**config.mk**
```make
export PLATFORM = sky130hd
export DESIGN_NAME = apb_master_bridge
export DESIGN_NICKNAME = d
export VERILOG_FILES = /design/src/rtl/apb_pkg.sv /design/src/rtl/apb_addr_decoder.sv /design/src/rtl/apb_master_bridge.sv
export SDC_FILE = /design/constraint.sdc
export NUM_CORES = 1
export LEC_CHECK = 0
export CAP_MARGIN = 20
export CORE_ASPECT_RATIO = 1.2
export CORE_MARGIN = 1.5
export CORE_UTILIZATION = 37
export DETAILED_ROUTE_END_ITERATION = 8
export GPL_ROUTABILITY_DRIVEN = 1
export PLACE_DENSITY_LB_ADDON = 0.12
export SLEW_MARGIN = 10
export SYNTH_ARGS = -nofsm -noshare
export SYNTH_HDL_FRONTEND = slang
export SYNTH_SLANG_ARGS = --single-unit
```
**constraint.sdc**
```tcl
create_clock -name PCLK -period 2.56 [get_ports PCLK]
set_clock_uncertainty 0.2 [all_clocks]
set_input_delay 0.512 -clock PCLK [delete_from_list [all_inputs] [get_ports PCLK]]
set_output_delay 0.512 -clock PCLK [all_outputs]
set_load 0.005 [all_outputs]
```
**src/rtl/apb_pkg.sv**
```systemverilog
// Shared APB definitions for the master bridge and its address decoder.
package apb_pkg;
  localparam int unsigned APB_ADDR_W = 32;
  localparam int unsigned APB_DATA_W = 32;

  typedef enum logic [1:0] {
    IDLE   = 2'd0,
    SETUP  = 2'd1,
    ACCESS = 2'd2
  } apb_state_t;
endpackage

```
**src/rtl/apb_addr_decoder.sv**
```systemverilog
// Maps a CPU byte address onto a slave index inside the peripheral region.
module apb_addr_decoder
  import apb_pkg::*;
#(
  parameter int unsigned          NUM_SLAVES      = 4,
  parameter logic [APB_ADDR_W-1:0] BASE_ADDR       = 32'h1000_0000,
  parameter int unsigned          SLAVE_SPAN_LOG2 = 12
) (
  input  logic [APB_ADDR_W-1:0] addr,
  output logic [2:0]            sel_idx,
  output logic                  hit
);

  logic [APB_ADDR_W-1:0] offset;
  logic [APB_ADDR_W-1:0] slot;

  // Addresses below the base wrap to huge offsets, so the explicit compare guards them.
  always_comb begin
    offset  = addr - BASE_ADDR;
    slot    = offset >> SLAVE_SPAN_LOG2;
    hit     = (addr >= BASE_ADDR) && (slot < NUM_SLAVES);
    sel_idx = slot[2:0];
  end

endmodule

```
**src/rtl/apb_master_bridge.sv**
```systemverilog
// Single-initiator APB master: CPU load/store requests to APB SETUP/ACCESS
// transfers, with slave decode, response mux and a wait-state timeout.
module apb_master_bridge
  import apb_pkg::*;
#(
  parameter int unsigned           NUM_SLAVES      = 4,
  parameter logic [APB_ADDR_W-1:0] BASE_ADDR       = 32'h1000_0000,
  parameter int unsigned           SLAVE_SPAN_LOG2 = 12,
  parameter int unsigned           TIMEOUT_CYCLES  = 16
) (
  input  logic                             PCLK,
  input  logic                             PRESETn,
  input  logic                             req,
  input  logic [APB_ADDR_W-1:0]            req_addr,
  input  logic [APB_DATA_W-1:0]            req_wdata,
  input  logic                             req_write,
  output logic                             rsp_ready,
  output logic [APB_DATA_W-1:0]            rsp_rdata,
  output logic                             rsp_err,
  output logic [APB_ADDR_W-1:0]            PADDR,
  output logic [APB_DATA_W-1:0]            PWDATA,
  output logic                             PWRITE,
  output logic [NUM_SLAVES-1:0]            PSEL,
  output logic                             PENABLE,
  input  logic [NUM_SLAVES*APB_DATA_W-1:0] PRDATA_S,
  input  logic [NUM_SLAVES-1:0]            PREADY_S
);

  localparam int unsigned CNT_W = $clog2(TIMEOUT_CYCLES);

  apb_state_t            state;
  logic [CNT_W-1:0]      wait_cnt;
  logic [2:0]            sel_idx;
  logic [2:0]            dec_idx;
  logic                  dec_hit;
  logic                  sel_ready;
  logic [APB_DATA_W-1:0] sel_rdata;

  apb_addr_decoder #(
    .NUM_SLAVES      (NUM_SLAVES),
    .BASE_ADDR       (BASE_ADDR),
    .SLAVE_SPAN_LOG2 (SLAVE_SPAN_LOG2)
  ) u_dec (
    .addr    (req_addr),
    .sel_idx (dec_idx),
    .hit     (dec_hit)
  );

  always_comb begin
    sel_ready = 1'b0;
    sel_rdata = '0;
    for (int unsigned i = 0; i < NUM_SLAVES; i++) begin
      if (sel_idx == 3'(i)) begin
        sel_ready = PREADY_S[i];
        sel_rdata = PRDATA_S[APB_DATA_W*i +: APB_DATA_W];
      end
    end
  end

  always_ff @(posedge PCLK or negedge PRESETn) begin
    if (!PRESETn) begin
      state     <= IDLE;
      wait_cnt  <= '0;
      sel_idx   <= '0;
      PSEL      <= '0;
      PENABLE   <= 1'b0;
      PWRITE    <= 1'b0;
      PADDR     <= '0;
      PWDATA    <= '0;
      rsp_ready <= 1'b0;
      rsp_rdata <= '0;
      rsp_err   <= 1'b0;
    end else begin
      rsp_ready <= 1'b0;
      rsp_rdata <= '0;
      rsp_err   <= 1'b0;
      case (state)
        IDLE: begin
          if (req) begin
            if (dec_hit) begin
              PADDR   <= req_addr;
              PWDATA  <= req_wdata;
              PWRITE  <= req_write;
              PSEL    <= NUM_SLAVES'(1) << dec_idx;
              sel_idx <= dec_idx;
              state   <= SETUP;
            end else begin
              rsp_ready <= 1'b1;
              rsp_err   <= 1'b1;
            end
          end
        end
        SETUP: begin
          PENABLE <= 1'b1;
          state   <= ACCESS;
        end
        ACCESS: begin
          if (sel_ready) begin
            rsp_ready <= 1'b1;
            if (!PWRITE) rsp_rdata <= sel_rdata;
            PSEL     <= '0;
            PENABLE  <= 1'b0;
            wait_cnt <= '0;
            state    <= IDLE;
          end else if (wait_cnt == CNT_W'(TIMEOUT_CYCLES - 1)) begin
            // Counter value equals the number of prior unready ACCESS cycles.
            rsp_ready <= 1'b1;
            rsp_err   <= 1'b1;
            PSEL      <= '0;
            PENABLE   <= 1'b0;
            wait_cnt  <= '0;
            state     <= IDLE;
          end else begin
            wait_cnt <= wait_cnt + CNT_W'(1);
          end
        end
        default: state <= IDLE;
      endcase
    end
  end

endmodule
```
==> flow_metrics.py <==
metrics = {
    "sta": {
        "hold_viol": 0,
        "slew_headroom_pct": 61.5,
        "slew_violations": 0,
        "finalSetupViolCount": 0,
        "period_share_pct": 93.1,
        "tns_ns": 0,
        "rsz0062_at_grt": "no",
        "fin_hold_ws_ns": 0.273,
        "tightestPinTransition_ns": 0.577,
        "period_minus_slack_ns": 2.38,
        "fmax_mhz": 420,
        "layout_setup_ws_ns": 0.178,
    },
    "global_route": {
        "grt_max_degree": 49,
        "overflow": 0,
        "antenna_found_initial": 0,
        "grt_pass1_vias": 4468,
        "grt_pass1_wl_um": 21900,
        "grt_util_all_layers_pct": 20.3,
    },
    "yosys": {
        "ys_seq_area_share_pct": 55.9,
        "syn_area_um2": 4930,
        "avgSynthCellArea_um2": 12.5,
        "synth_area_leaders": "dfrtp_1, mux2_2, nor3_2, o22ai_1, nor2_1",
        "synthCells": 393,
        "syn-num-nets": 594,
        "synth-seq-cells": 110,
        "yosysWarningCount": 0,
        "synth_top_cell_area_share_pct": 55.9,
        "ys_types": 35,
        "yosys.area.top_type": "dfrtp_1",
    },
    "routing": {
        "drt_iter0_drc": 103,
        "wl_per_cell_um": 16.4,
        "ant_nets": 0,
        "via_count": 4302,
        "routed_via_density": 4.91,
        "drt_pass1_iterations": 4,
        "wl_um": 14400,
        "drc_errors": 0,
    },
    "floorplanning": {
        "die_h_um": 129,
        "std_cell_rows": 46,
        "design.core.area_um2": 13100,
        "initial_core_util_pct": 37.5,
        "die_x_um": 108,
        "die_area_um2": 14000,
        "io_pins": 304,
    },
    "placement": {
        "dp_hpwl_um": 11400,
        "dpl_cell_area_um2": 8230,
        "place_ws_ns": -0.0560,
        "place_congestion": 0.778,
        "numPortBuffers": 303,
    },
    "clock_tree": {
        "cts-root-buf": "clkbuf_16",
        "clockBufferDepth": 2,
        "cts_buffers": 9,
        "holdBufCountCts": 1,
        "htree_num_levels": 3,
        "cts_setup_buffers": 0,
        "cts_resized": 0,
        "clock_sinks": 110,
        "clk_latency_ns": 0.33,
        "clk_pin_slew_ns": 0.07,
        "cts_tree": "done",
    },
    "layout": {
        "nNetsFinal": 905,
        "syn_to_final_growth_pct": 73.7,
        "layout-drive-gt1-share_pct": 21.7,
        "n_antenna_cell": 0,
        "fin_area_um2": 8560,
    },
    "run": {
        "maxCapViolCount": 0,
    },
    "status": {
        "status": "finished clean",
    },
    "critical_path": {
        "cp.required_ns": 1.85,
        "cp-start-kind": "flop",
        "worst-setup-path-type": "flop to output pin",
        "critPathMaxFanout": 34,
        "worst_setup_path_end_kind": "output pin",
        "cp_data_arrival_time_ns": 1.67,
    },
    "hold_path": {
        "hold_path_class": "flop to flop",
    },
    "power": {
        "ir_worst_vdd_uv": 320,
        "power_leakage_nw": 3.67,
        "powerDensity_nw_per_um2": 432,
    },
}
## registers in the layout, summed over array words and instances, names as in the netlist
signal / cells
rsp_ready: 1
rsp_err: 1
PENABLE: 1
PADDR: 32
PWRITE: 1
state: 2
PSEL: 4
rsp_rdata: 32
wait_cnt: 4
PWDATA: 32
## per-stage QoR
| step | power, mW | std cells | utilization [%] |
|---|---|---|---|
| 2_1_floorplan | 1.86 | 393 | - |
| 6_report | 3.70 | 877 | 65.2 |
| 3_5_place_dp | 2.25 | 860 | 62.7 |
| 3_3_place_gp | 2.24 | 860 | 62.7 |
| 4_1_cts | 3.75 | 877 | 65.2 |
| 5_1_grt | 3.84 | 877 | 65.2 |
## path summary, 6_finish.rpt
path / from / to / slack, ns / depth (start not counted)
worst max-delay path: PADDR[12] / PADDR[12] / 0.18 / 2
worst min-delay path: PADDR[28] / PADDR[28] / 0.27 / 1
worst max register to register: PADDR[14] / rsp_rdata[0] / 0.46 / 5
worst min register to register: PADDR[28] / PADDR[28] / 0.27 / 1
max in group asynchronous: PRESETn / PADDR[19] / 0.96 / 3
min in group asynchronous: PRESETn / PADDR[6] / 0.52 / 2
## cells in the mapped netlist (all sizes together)
| library cell | number |
|---|---|
| nor3 | 32 |
| ha | 1 |
| inv | 6 |
| a21oi | 1 |
| clkbuf | 14 |
| nor2 | 39 |
| or3 | 1 |
| o2bb2ai | 1 |
| or4 | 1 |
| xor2 | 1 |
| nand2 | 9 |
| nand3b | 1 |
| o22ai | 36 |
| a22oi | 1 |
| nand4 | 1 |
| nor4 | 3 |
| nand2b | 3 |
| buf | 11 |
| and2 | 18 |
| a221oi | 2 |
| nor2b | 1 |
| o21ai | 7 |
| dfrtp | 110 |
| mux2 | 81 |
| and2b | 1 |
| nor3b | 1 |
| and3 | 3 |
| nor4b | 1 |
| nand3 | 5 |
| or3b | 1 |
## cell usage in the layout, fill, tap and decap left out, types with 5 or more instances in the layout
| master | synthesis | routed |
|---|---|---|
| nor2_1 | 39 | 39 |
| clkdlybuf4s50_1 | 0 | 302 |
| and2_1 | 18 | 17 |
| clkbuf_16 | 0 | 9 |
| inv_1 | 6 | 6 |
| nor3_2 | 30 | 30 |
| o21ai_0 | 7 | 7 |
| o22ai_1 | 36 | 36 |
| buf_4 | 1 | 18 |
| nand2_1 | 8 | 8 |
| dfrtp_1 | 110 | 109 |
| nand3_1 | 5 | 5 |
| mux2_2 | 79 | 79 |
## routing by layer
| metal | global-route usage [%] | routed length, µm | vias up |
|---|---|---|---|
| li1 | - | - | 2018 |
| met1 | 22.4 | 5220 | 2040 |
| met2 | 35.8 | 7390 | 211 |
| met3 | 6.74 | 1350 | 33 |
| met4 | 8.44 | 444 | 0 |
| met5 | 0 | 0 | - |
## logic make-up after synthesis
family / Yosys count / share of synthesized area (%)
fa+ha+maj: 1 / 0.254
compound gates: 48 / 6.17
buf+inv: 31 / 3.58
xor+xnor: 1 / 0.178
flops: 110 / 55.9
mux: 81 / 18.7
simple gates: 121 / 15.3
## worst max-delay path, cell delays in order (launching register included)
cell and delay (ns):
dfrtp_1 0.39, buf_4 0.36, clkdlybuf4s50_1 0.58
## power by group
group / internal [mW] / switching (mW) / leakage, nW / total (mW)
Sequential: 1.75 / 0.00889 / 1.52 / 1.76
Combinational: 0.330 / 0.122 / 1.99 / 0.452
Clock: 0.887 / 0.600 / 0.156 / 1.49
Total: 2.97 / 0.731 / 3.67 / 3.70
## layout make-up
cell class | instances | area (µm²)
clock buffers | 11 | 243
clock inverters | 5 | 81.3
fillers | 1075 | 4560
inverters | 6 | 22.5
multi-input cells | 252 | 2000
flip-flops and latches | 110 | 2750
well taps | 168 | 210
repair buffers | 325 | 3250
(Power assumes the default switching activity.)
